[src/rtl/tx_meta_arbiter_pkg.sv]
// Shared TX metadata types and packet flag constants used by the TX metadata
// arbiter and its output FIFO.
package tx_meta_arbiter_pkg;

    typedef logic [3:0] pkt_flags_t;

    localparam pkt_flags_t PKT_PCIE = 4'h1;
    localparam pkt_flags_t PKT_DROP = 4'h8;

    typedef struct packed {
        logic [15:0] pkt_queue_id;
        logic [31:0] hash;
        pkt_flags_t  pkt_flags;
    } metadata_t;

    function automatic logic is_drop(input metadata_t meta);
        return meta.pkt_flags == PKT_DROP;
    endfunction

endpackage

[src/rtl/tx_meta_arbiter_fifo.sv]
// meta_skid_fifo: 2-entry valid/ready FIFO, generic over the stored data type.
// entry0 is always the head; push_ready reflects only the registered occupancy.
module meta_skid_fifo #(
    parameter type T = logic [7:0]
) (
    input  logic clk,
    input  logic rst,
    input  T     push_data,
    input  logic push_valid,
    output logic push_ready,
    output T     pop_data,
    output logic pop_valid,
    input  logic pop_ready
);

    T           entry0;
    T           entry1;
    logic [1:0] count;
    logic       do_push;
    logic       do_pop;

    assign push_ready = (count != 2'd2);
    assign pop_valid  = (count != 2'd0);
    assign pop_data   = entry0;
    assign do_push    = push_valid && push_ready;
    assign do_pop     = pop_ready && pop_valid;

    // A push lands in the first free slot after any pop has shifted entry1 forward.
    always_ff @(posedge clk or posedge rst) begin
        if (rst) begin
            count  <= 2'd0;
            entry0 <= '0;
            entry1 <= '0;
        end else begin
            case ({do_push, do_pop})
                2'b10: begin
                    if (count == 2'd0) begin
                        entry0 <= push_data;
                    end else begin
                        entry1 <= push_data;
                    end
                    count <= count + 2'd1;
                end
                2'b01: begin
                    entry0 <= entry1;
                    count  <= count - 2'd1;
                end
                2'b11: begin
                    if (count == 2'd1) begin
                        entry0 <= push_data;
                    end else begin
                        entry0 <= entry1;
                        entry1 <= push_data;
                    end
                end
                default: begin
                end
            endcase
        end
    end

endmodule

[src/rtl/tx_meta_arbiter.sv]
// Merges NB_PORTS TX metadata streams (round-robin or fixed priority) into one
// 2-entry output FIFO. Define TX_META_ARB_STATS_EN for forwarded/dropped counters.
module tx_meta_arbiter
    import tx_meta_arbiter_pkg::*;
#(
    parameter int NB_PORTS = 4
) (
    input  logic                clk,
    input  logic                rst,
`ifdef TX_META_ARB_STATS_EN
    output logic [31:0]         nb_fwd_pkts,
    output logic [31:0]         nb_drop_pkts,
`endif
    input  metadata_t           in_meta_data [NB_PORTS],
    input  logic [NB_PORTS-1:0] in_meta_valid,
    output logic [NB_PORTS-1:0] in_meta_ready,
    output metadata_t           out_meta_data,
    output logic                out_meta_valid,
    input  logic                out_meta_ready,
    input  logic                enable_rr
);

    localparam int PTR_W = $clog2(NB_PORTS);

    logic [PTR_W-1:0] rr_ptr;
    logic [PTR_W-1:0] sel;
    logic [PTR_W-1:0] cand;
    logic             sel_found;
    logic             fifo_space;
    logic             accept;
    logic             beat_drop;
    logic             fifo_push;

    // Search starts at rr_ptr in round-robin mode, at index 0 in fixed-priority mode.
    always_comb begin
        sel       = '0;
        sel_found = 1'b0;
        cand      = '0;
        for (int k = 0; k < NB_PORTS; k++) begin
            cand = enable_rr ? PTR_W'(rr_ptr + PTR_W'(k)) : PTR_W'(k);
            if (!sel_found && in_meta_valid[cand]) begin
                sel       = cand;
                sel_found = 1'b1;
            end
        end
    end

    assign accept        = sel_found && fifo_space && !rst;
    assign in_meta_ready = accept ? (NB_PORTS'(1) << sel) : '0;
    assign beat_drop     = is_drop(in_meta_data[sel]);
    assign fifo_push     = accept && !beat_drop;

    always_ff @(posedge clk or posedge rst) begin
        if (rst) begin
            rr_ptr <= '0;
        end else if (accept && enable_rr) begin
            rr_ptr <= sel + PTR_W'(1);
        end
    end

    meta_skid_fifo #(
        .T (metadata_t)
    ) u_fifo (
        .clk        (clk),
        .rst        (rst),
        .push_data  (in_meta_data[sel]),
        .push_valid (fifo_push),
        .push_ready (fifo_space),
        .pop_data   (out_meta_data),
        .pop_valid  (out_meta_valid),
        .pop_ready  (out_meta_ready)
    );

`ifdef TX_META_ARB_STATS_EN
    always_ff @(posedge clk or posedge rst) begin
        if (rst) begin
            nb_fwd_pkts  <= '0;
            nb_drop_pkts <= '0;
        end else begin
            if (fifo_push) begin
                nb_fwd_pkts <= nb_fwd_pkts + 32'd1;
            end
            if (accept && beat_drop) begin
                nb_drop_pkts <= nb_drop_pkts + 32'd1;
            end
        end
    end
`endif

endmodule

[config.mk]
export PLATFORM = sky130hd
export DESIGN_NAME = tx_meta_arbiter
export DESIGN_NICKNAME = d
export VERILOG_FILES = /design/src/rtl/tx_meta_arbiter_pkg.sv /design/src/rtl/tx_meta_arbiter_fifo.sv /design/src/rtl/tx_meta_arbiter.sv
export SDC_FILE = /design/constraint.sdc
export NUM_CORES = 1
export LEC_CHECK = 0
export BUFFER_PORTS_ARGS = -buffer_cell sky130_fd_sc_hd__buf_2
export CAP_MARGIN = 20
export CORE_MARGIN = 3
export CORE_UTILIZATION = 54
export DETAILED_ROUTE_END_ITERATION = 8
export PLACE_DENSITY = 0.88
export SETUP_SLACK_MARGIN = 0.02
export SLEW_MARGIN = 20
export SYNTH_ARGS = -nofsm -noshare
export SYNTH_HDL_FRONTEND = slang
export SYNTH_SLANG_ARGS = --single-unit
[constraint.sdc]
create_clock -name clk -period 5.5 [get_ports clk]
set_input_delay 1.1 -clock clk [delete_from_list [all_inputs] [get_ports clk]]
set_output_delay 1.1 -clock clk [all_outputs]
set_load 0.005 [all_outputs]
=== Yosys cells after proc, flatten, opt, wreduce, memory -nomap -nowiden ===
Index checks and enable logic that the tools add are counted.
W data, S select, Z words.

* Register bits: 108
* Input bits: 216
* Logic and storage cells: 82

* Add/sub/neg operators: 6
* Order comparisons: 5
* Eq/ne operators: 9
* Shift-type cells: 1
* Multiplexer cells: 31
* Bitwise logic cells: 1
* Reduce and logical (&&, ||, !) cells: 21

{| class="wikitable"
|+ Operators by type and width
! kind !! number
|-
| $mux W52 || 6
|-
| $pmux W52 S3 || 1
|-
| $bmux W52 S2 || 1
|-
| $pmux W52 S2 || 1
|-
| $mux W2 || 8
|-
| $lt A2 B3 Y1 const B || 4
|-
| $logic_and A1 B1 Y1 || 9
|-
| $bmux W1 S2 || 4
|-
| $mux W1 || 8
|-
| $add A2 B1 Y2 const B || 3
|-
| $ne A2 B2 Y1 const B || 3
|-
| $reduce_bool A2 Y1 || 3
|-
| $logic_not A1 Y1 || 5
|-
| $add A2 B2 Y2 const B || 2
|-
| $eq A2 B1 Y1 const B || 2
|-
| $eq A2 B2 Y1 const B || 2
|-
| $eq A4 B4 Y1 const B || 1
|-
| $mux W4 || 1
|-
| $pmux W2 S2 || 1
|-
| $shl A1 B2 Y4 const A || 1
|-
| $ge A3 B3 Y1 const B || 1
|-
| $not A2 Y3 || 1
|-
| $reduce_and A3 Y1 || 1
|-
| $reduce_bool A3 Y1 || 1
|-
| other kinds (4) || 4
|}

=== Logic depth before layout (Yosys ltp) ===
* Depth after elaboration: 24
* Depth in mapped cells: 19
* Gate-level depth less buffers: 15

=== Modules after synthesis ===
A second synthesis with hierarchy kept.

* Cell total of the unflattened synthesis: 701
* Area, all modules: 7216.9 µm²

{| class="wikitable"
|+ By module, submodules not included
! module !! instances !! cells an instance !! area each (µm²) !! seq. area each (µm²)
|-
| meta_skid_fifo || 1 || 445 || 4934.7 || 2652.5
|-
| tx_meta_arbiter || 1 || 256 || 2282.2 || 50.0
|}

=== Worst setup path after synthesis ===
OpenSTA, ideal clock, no wires.

* Kind: input-to-reg
* From: in in_meta_valid[1]
* To: reg u_fifo.entry1[5] in the netlist's numbering
* Library setup time: 0.136 ns
* Data arrival time: 4.276 ns
* Data required time: 5.364 ns
* Slack: 1.088 ns
* Stages: 17
* Buffers on the path: 4
* Cells stage by stage: clkbuf_1 mux2i_1 a221o_1 or3_1 o21ai_0 a31oi_1 buf_2 mux2_1 and4b_1 nand2b_1 inv_1 ha_1 nand2_1 o211ai_1 clkbuf_1 clkbuf_1 o21ai_0

* Word-level cells in the longest chain between the ends: 23
* Elaborated cells on any way between the ends: 41
* Those cells by class: eq/ne: 5; mux: 22; bitwise: 1; reduce/logical: 13

{| class="wikitable"
|+ Ends and longest elaborated chain
! item !! RTL line !! text
|-
| start: declaration || tx_meta_arbiter.sv:15 || <nowiki>input logic [NB_PORTS-1:0] in_meta_valid,</nowiki>
|-
| $bmux W1 S2 || tx_meta_arbiter.sv:41 || <nowiki>if (!sel_found && in_meta_valid[cand]) begin</nowiki>
|-
| $mux W1 (implied by the code) || tx_meta_arbiter.sv:41 ||
|-
| $mux W1 || tx_meta_arbiter.sv:41 ||
|-
| $logic_not A1 Y1 || tx_meta_arbiter.sv:41 ||
|-
| $logic_and A1 B1 Y1 || tx_meta_arbiter.sv:41 ||
|-
| $mux W1 || tx_meta_arbiter.sv:41 ||
|-
| $logic_not A1 Y1 || tx_meta_arbiter.sv:41 ||
|-
| $logic_and A1 B1 Y1 || tx_meta_arbiter.sv:41 ||
|-
| [... 6 more ...] || n/a ||
|-
| $mux W52 (implied by the code) (2 in series) || tx_meta_arbiter.sv:66 || <nowiki>.push_data (in_meta_data[sel]),</nowiki>
|-
| $eq A4 B4 Y1 || tx_meta_arbiter_pkg.sv:17 || <nowiki>return meta.pkt_flags == PKT_DROP;</nowiki>
|-
| $logic_not A1 Y1 || tx_meta_arbiter.sv:51 || <nowiki>assign fifo_push = accept && !beat_drop;</nowiki>
|-
| $logic_and A1 B1 Y1 || tx_meta_arbiter.sv:51 ||
|-
| $logic_and A1 B1 Y1 || tx_meta_arbiter_fifo.sv:25 || <nowiki>assign do_push = push_valid && push_ready;</nowiki>
|-
| $eq A2 B2 Y1 || tx_meta_arbiter_fifo.sv:35 || <nowiki>case ({do_push, do_pop})</nowiki>
|-
| $ne A2 B2 Y1 (no line) / $reduce_bool A2 Y1 (equally long branches) || n/a ||
|-
| $reduce_and A3 Y1 (no line) || n/a ||
|-
| end signal: assignment || tx_meta_arbiter_fifo.sv:40 || <nowiki>entry1 <= push_data;</nowiki>
|-
| end signal: assignment || tx_meta_arbiter_fifo.sv:53 || <nowiki>entry1 <= push_data;</nowiki>
|-
| end: declaration || tx_meta_arbiter_fifo.sv:17 || <nowiki>T entry1;</nowiki>
|}

Parallel ways exist; a longest one is shown, timed or not. The select of a mux whose other input is x is not followed.
A chain may end at the register's enable or synchronous reset.

=== Worst setup path in the final report ===
* From: in enable_rr
* To: reg u_fifo.entry0 (netlist bit u_fifo.pop_data[44])

* Word-level cells in the longest chain between the ends: 24
* Elaborated cells on any way between the ends: 45
* Those cells by class: eq/ne: 5; mux: 26; bitwise: 1; reduce/logical: 13

{| class="wikitable"
|+ Ends and longest elaborated chain
! item !! RTL line !! text
|-
| start: declaration || tx_meta_arbiter.sv:20 || <nowiki>input logic enable_rr</nowiki>
|-
| $mux W2 || tx_meta_arbiter.sv:40 || <nowiki>cand = enable_rr ? PTR_W'(rr_ptr + PTR_W'(k)) : PTR_W'(k);</nowiki>
|-
| $bmux W1 S2 || tx_meta_arbiter.sv:41 ||
|-
| $mux W1 (implied by the code) || tx_meta_arbiter.sv:41 ||
|-
| $mux W1 || tx_meta_arbiter.sv:41 ||
|-
| $logic_not A1 Y1 || tx_meta_arbiter.sv:41 ||
|-
| $logic_and A1 B1 Y1 || tx_meta_arbiter.sv:41 ||
|-
| $mux W1 || tx_meta_arbiter.sv:41 ||
|-
| $logic_not A1 Y1 || tx_meta_arbiter.sv:41 ||
|-
| [... 7 more ...] || n/a ||
|-
| $mux W52 (implied by the code) (2 in series) || tx_meta_arbiter.sv:66 ||
|-
| $eq A4 B4 Y1 || tx_meta_arbiter_pkg.sv:17 ||
|-
| $logic_not A1 Y1 || tx_meta_arbiter.sv:51 ||
|-
| $logic_and A1 B1 Y1 || tx_meta_arbiter.sv:51 ||
|-
| $logic_and A1 B1 Y1 || tx_meta_arbiter_fifo.sv:25 ||
|-
| $eq A2 B2 Y1 / $eq A2 B1 Y1 (equally long branches) || tx_meta_arbiter_fifo.sv:35 ||
|-
| $ne A2 B1 Y1 (no line) / $reduce_bool A3 Y1 (equally long branches) || n/a ||
|-
| $reduce_and A2 Y1 (no line) || n/a ||
|-
| end signal: assignment || tx_meta_arbiter_fifo.sv:38 || <nowiki>entry0 <= push_data;</nowiki>
|-
| end signal: assignment || tx_meta_arbiter_fifo.sv:45 || <nowiki>entry0 <= entry1;</nowiki>
|-
| end signal: assignment || tx_meta_arbiter_fifo.sv:50 || <nowiki>entry0 <= push_data;</nowiki>
|-
| end: declaration || tx_meta_arbiter_fifo.sv:16 || <nowiki>T entry0;</nowiki>
|}

Parallel ways exist; a longest one is shown, timed or not. The select of a mux whose other input is x is not followed.

==> summary.md <==
| Metric | Value |
|---|---|
| Internal | `2.65 mW` |
| Status | `finished clean` |
| Num CTS Buffers | `9` |
| Reg2Reg Launch Point | `rr_ptr[0]$_DFFE_PP0P_` |
| Sw Pwr | `1.90 mW` |
| Period utilization | `0.839` |
| Post-route ant nets | `0` |
| Synth top area cells | `dfrtp_1 (39%), mux2i_1 (16%), nand2_1 (14%), o221ai_1 (6.6%), mux2_2 (4.9%)` |
| Routing usage on met2 | `0.488` |
| Filler instances | `967` |
| Number of global-route vias before repair | `6480` |
| Switching share of total power | `0.418` |
| Core ar. | `12300 um2` |
| Worst Setup SP | `enable_rr` |
| Final Net Count | `1236` |
| Clock network fraction of total power | `0.127` |
| Leak | `4.70 nW` |
| Iteration-0 DRC Markers | `538` |
| Worst skew pair latency | `330 ps` |
| Cell type with the highest aggregate area in the netlist | `dfrtp_1` |
| I/O pin total | `273` |
| CTS sink count | `108` |
| Clock root buffer | `clkbuf_16` |
| Fin. max-slew vios | `0` |
| Port bufs | `272` |
| Final setup viols | `0` |
| Layout area overhead | `25.0%` |
| Largest delay share family, worst path | `compound AO/OA/AOI/OAI gates` |
| Worst-Margin Slew | `877 ps` |
| Cells after synthesis | `768` |
| Antenna diode count | `0` |
| Power share of the sequential group | `0.310` |
| Core Rows | `40` |
| Synth Area per Inst | `8.99 um2` |
| Final Hold Viols | `0` |
| Synth cell types | `36` |
| Maxcap violations | `0` |
| Synth top area share | `0.391` |
| CTS tree | `done` |
| Area of the multi-input gates | `3920 um2` |
| Hold Slack | `482 ps` |
| Commonest non-fill, non-tap cell in the layout | `buf_2` |
| Final Critical Period | `4610 ps` |
| Critical path arrival | `4830 ps` |
| Setup Fix Bufs, Post-CTS | `0` |
| #FFs+latches synth | `108` |
| Drt via density | `5.64` |
| Largest net degree at the start of global routing | `93` |
| Remaining Overflow, GRT | `0` |
| FF/Latch Area | `2700 um2` |
| RePlAce Congestion | `0.899` |
| Most frequent cells in the layout | `buf_2 (272), nand2_1 (261), mux2i_1 (113)` |
| Layout cells sized above 1 | `0.334` |
| Final wirelength | `19700 um` |
| Hold_buf cts | `0` |
| Detailed Routing Iterations Pass 1 | `5` |
| Die X-Extent | `119 um` |
| CTS H-tree lvls | `3` |
| Die ar. | `14200 um2` |
| DRC | `0` |
| Clock slew at reported path FFs | `70 ps` |
| Syn_nets | `994` |
| Placed cell area | `8380 um2` |
| Routed len/inst | `16.7 um` |
| Bufs and invs on worst path | `3` |
| Hold_sp | `u_fifo.pop_data[4]$_DFFE_PP0P_` |
| Critical Path Fanout Max | `32` |
| Worst path slowest cell | `a31oi_4` |
| Vias | `6671` |
| Max Freq | `217 MHz` |
| CP peak stage delay | `480 ps` |
| Post-Syn Area | `6900 um2` |
| Dpl hpwl | `14500 um` |
| Crit-path cells | `buf_2, and2_1, a221o_1, o21bai_1, a31oi_4, mux2_2, and4b_1, nand2b_1, inv_1, ha_1, nand2_1, nand2_1, nand2_2, buf_4, o221ai_1, mux2_1` |
| GR peak layer | `met2` |
| Crit path capture type | `register` |
| CTS resizes | `0` |
| Height of the die | `119 um` |
| Ys Warns | `0` |
| Max IR drop VDD | `0.000290 V` |
| Slew margin rel. | `0.416` |
| Comb pwr share | `0.563` |
| P per Cell Area | `527 nW/um2` |
| Design area | `8630 um2` |
| Initial cell density of the core | `0.563` |
| Total track usage | `0.269` |
| Setup_tns | `0 ps` |
| Met1 GRT Util | `0.322` |
| CP Launch Type | `input port` |
| Max clock buf depth | `2` |
| First-pass GRT wire length | `31300 um` |
| Skew final | `6.76 ps` |
| Hold Crit Class | `reg -> reg` |
| Most frequent CP cell | `nand2_1` |
| Crit Path Class | `in -> reg` |
| Met3 Track Usage GR | `0.0451` |
| Initial antenna violation count | `0` |
| Critical Path RT | `5720 ps` |
| RSZ-0062 raised after global routing | `false` |
| Sequential share of the synthesized area | `0.391` |
-- power by group through the flow --
| stage | logic (mW) | registers, mW | clock network (mW) |
|---|---|---|---|
| global route | 2.83 | 1.45 | 0.617 |
| floorplan | 1.86 | 1.38 | 0 |
| CTS | 2.57 | 1.41 | 0.590 |
| global placement | 2.48 | 1.40 | 0 |
| finish | 2.56 | 1.41 | 0.578 |
| detailed placement | 2.58 | 1.41 | 0 |
-- area by class of cell --
class | instances | area share
Inverter | 11 | 0.00507
Clock inverter | 2 | 0.00145
Clock buffer | 13 | 0.0278
Tap cell | 168 | 0.0243
Sequential cell | 108 | 0.313
Timing Repair Buffer | 290 | 0.175
Multi-Input combinational cell | 590 | 0.453
-- cells by family after synthesis --
| logic type | count (synthesis) | synth area share |
|---|---|---|
| simple gates | 280 | 0.158 |
| mux | 170 | 0.257 |
| fa+ha+maj | 10 | 0.0181 |
| xor+xnor | 2 | 0.00254 |
| flops | 108 | 0.391 |
| buf+inv | 70 | 0.0455 |
| compound gates | 128 | 0.127 |
-- registers in the layout, summed over array words and instances (netlist names) --
| signal | cells |
|---|---|
| u_fifo.count | 2 |
| rr_ptr | 2 |
| u_fifo.pop_data | 52 |
| u_fifo.entry1 | 52 |
-- layer usage --
layer  part of all wire  vias to the layer above
met4              0.021                        0
met2               0.51                      330
met1               0.39                     3122
met5                  0                        -
li1                   -                     3179
met3              0.083                       40
-- cells in the mapped netlist --
master and instances:
mux2_2 30, clkinv_1 2, o21ai_1 1, o31ai_1 2
mux2i_1 113, o21bai_1 1, a31oi_1 1, and2_1 5
nor2_1 4, o21ai_0 58, or3_1 2, clkbuf_1 41
nand2b_1 1, o22ai_1 1, dfrtp_1 108, a311oi_1 1
nor2b_1 1, buf_6 5, a21oi_1 5, buf_1 2
nand3_1 1, buf_2 11, ha_1 10, nand2_1 263
inv_1 9, o21ai_4 1, mux2_1 27, o211ai_1 1
a221o_1 1, a31o_1 1, xnor2_1 2, a221oi_1 1
nor4bb_1 1, and4b_1 2, o221ai_1 52, o21a_1 1
-- final timing paths --
| path | depth (start not counted) | endpoint | slack (ps) |
|---|---|---|---|
| max | 16 | u_fifo.pop_data[44]$_DFFE_PP0P_ | 890 |
| min in group asynchronous | 2 | u_fifo.entry1[23]$_DFFE_PP0P_ | 890 |
| max in group asynchronous | 3 | u_fifo.pop_data[42]$_DFFE_PP0P_ | 3460 |
| max reg2reg | 15 | u_fifo.pop_data[44]$_DFFE_PP0P_ | 1260 |
| min reg2reg | 1 | u_fifo.pop_data[4]$_DFFE_PP0P_ | 480 |
| min | 1 | u_fifo.pop_data[4]$_DFFE_PP0P_ | 480 |
-- per-stage QoR --
stage | instances | util | worst slack (ps) | power [mW]
5_1_grt | 1182 | 0.704 | 645 | 4.90
3_3_place_gp | 1167 | 0.683 | 729 | 3.87
4_1_cts | 1182 | 0.704 | 924 | 4.57
3_5_place_dp | 1167 | 0.683 | 568 | 3.99
6_report | 1182 | 0.704 | 885 | 4.55
2_1_floorplan | 768 | - | 1090 | 3.24
No activity file was read; power rests on OpenSTA's default activity.
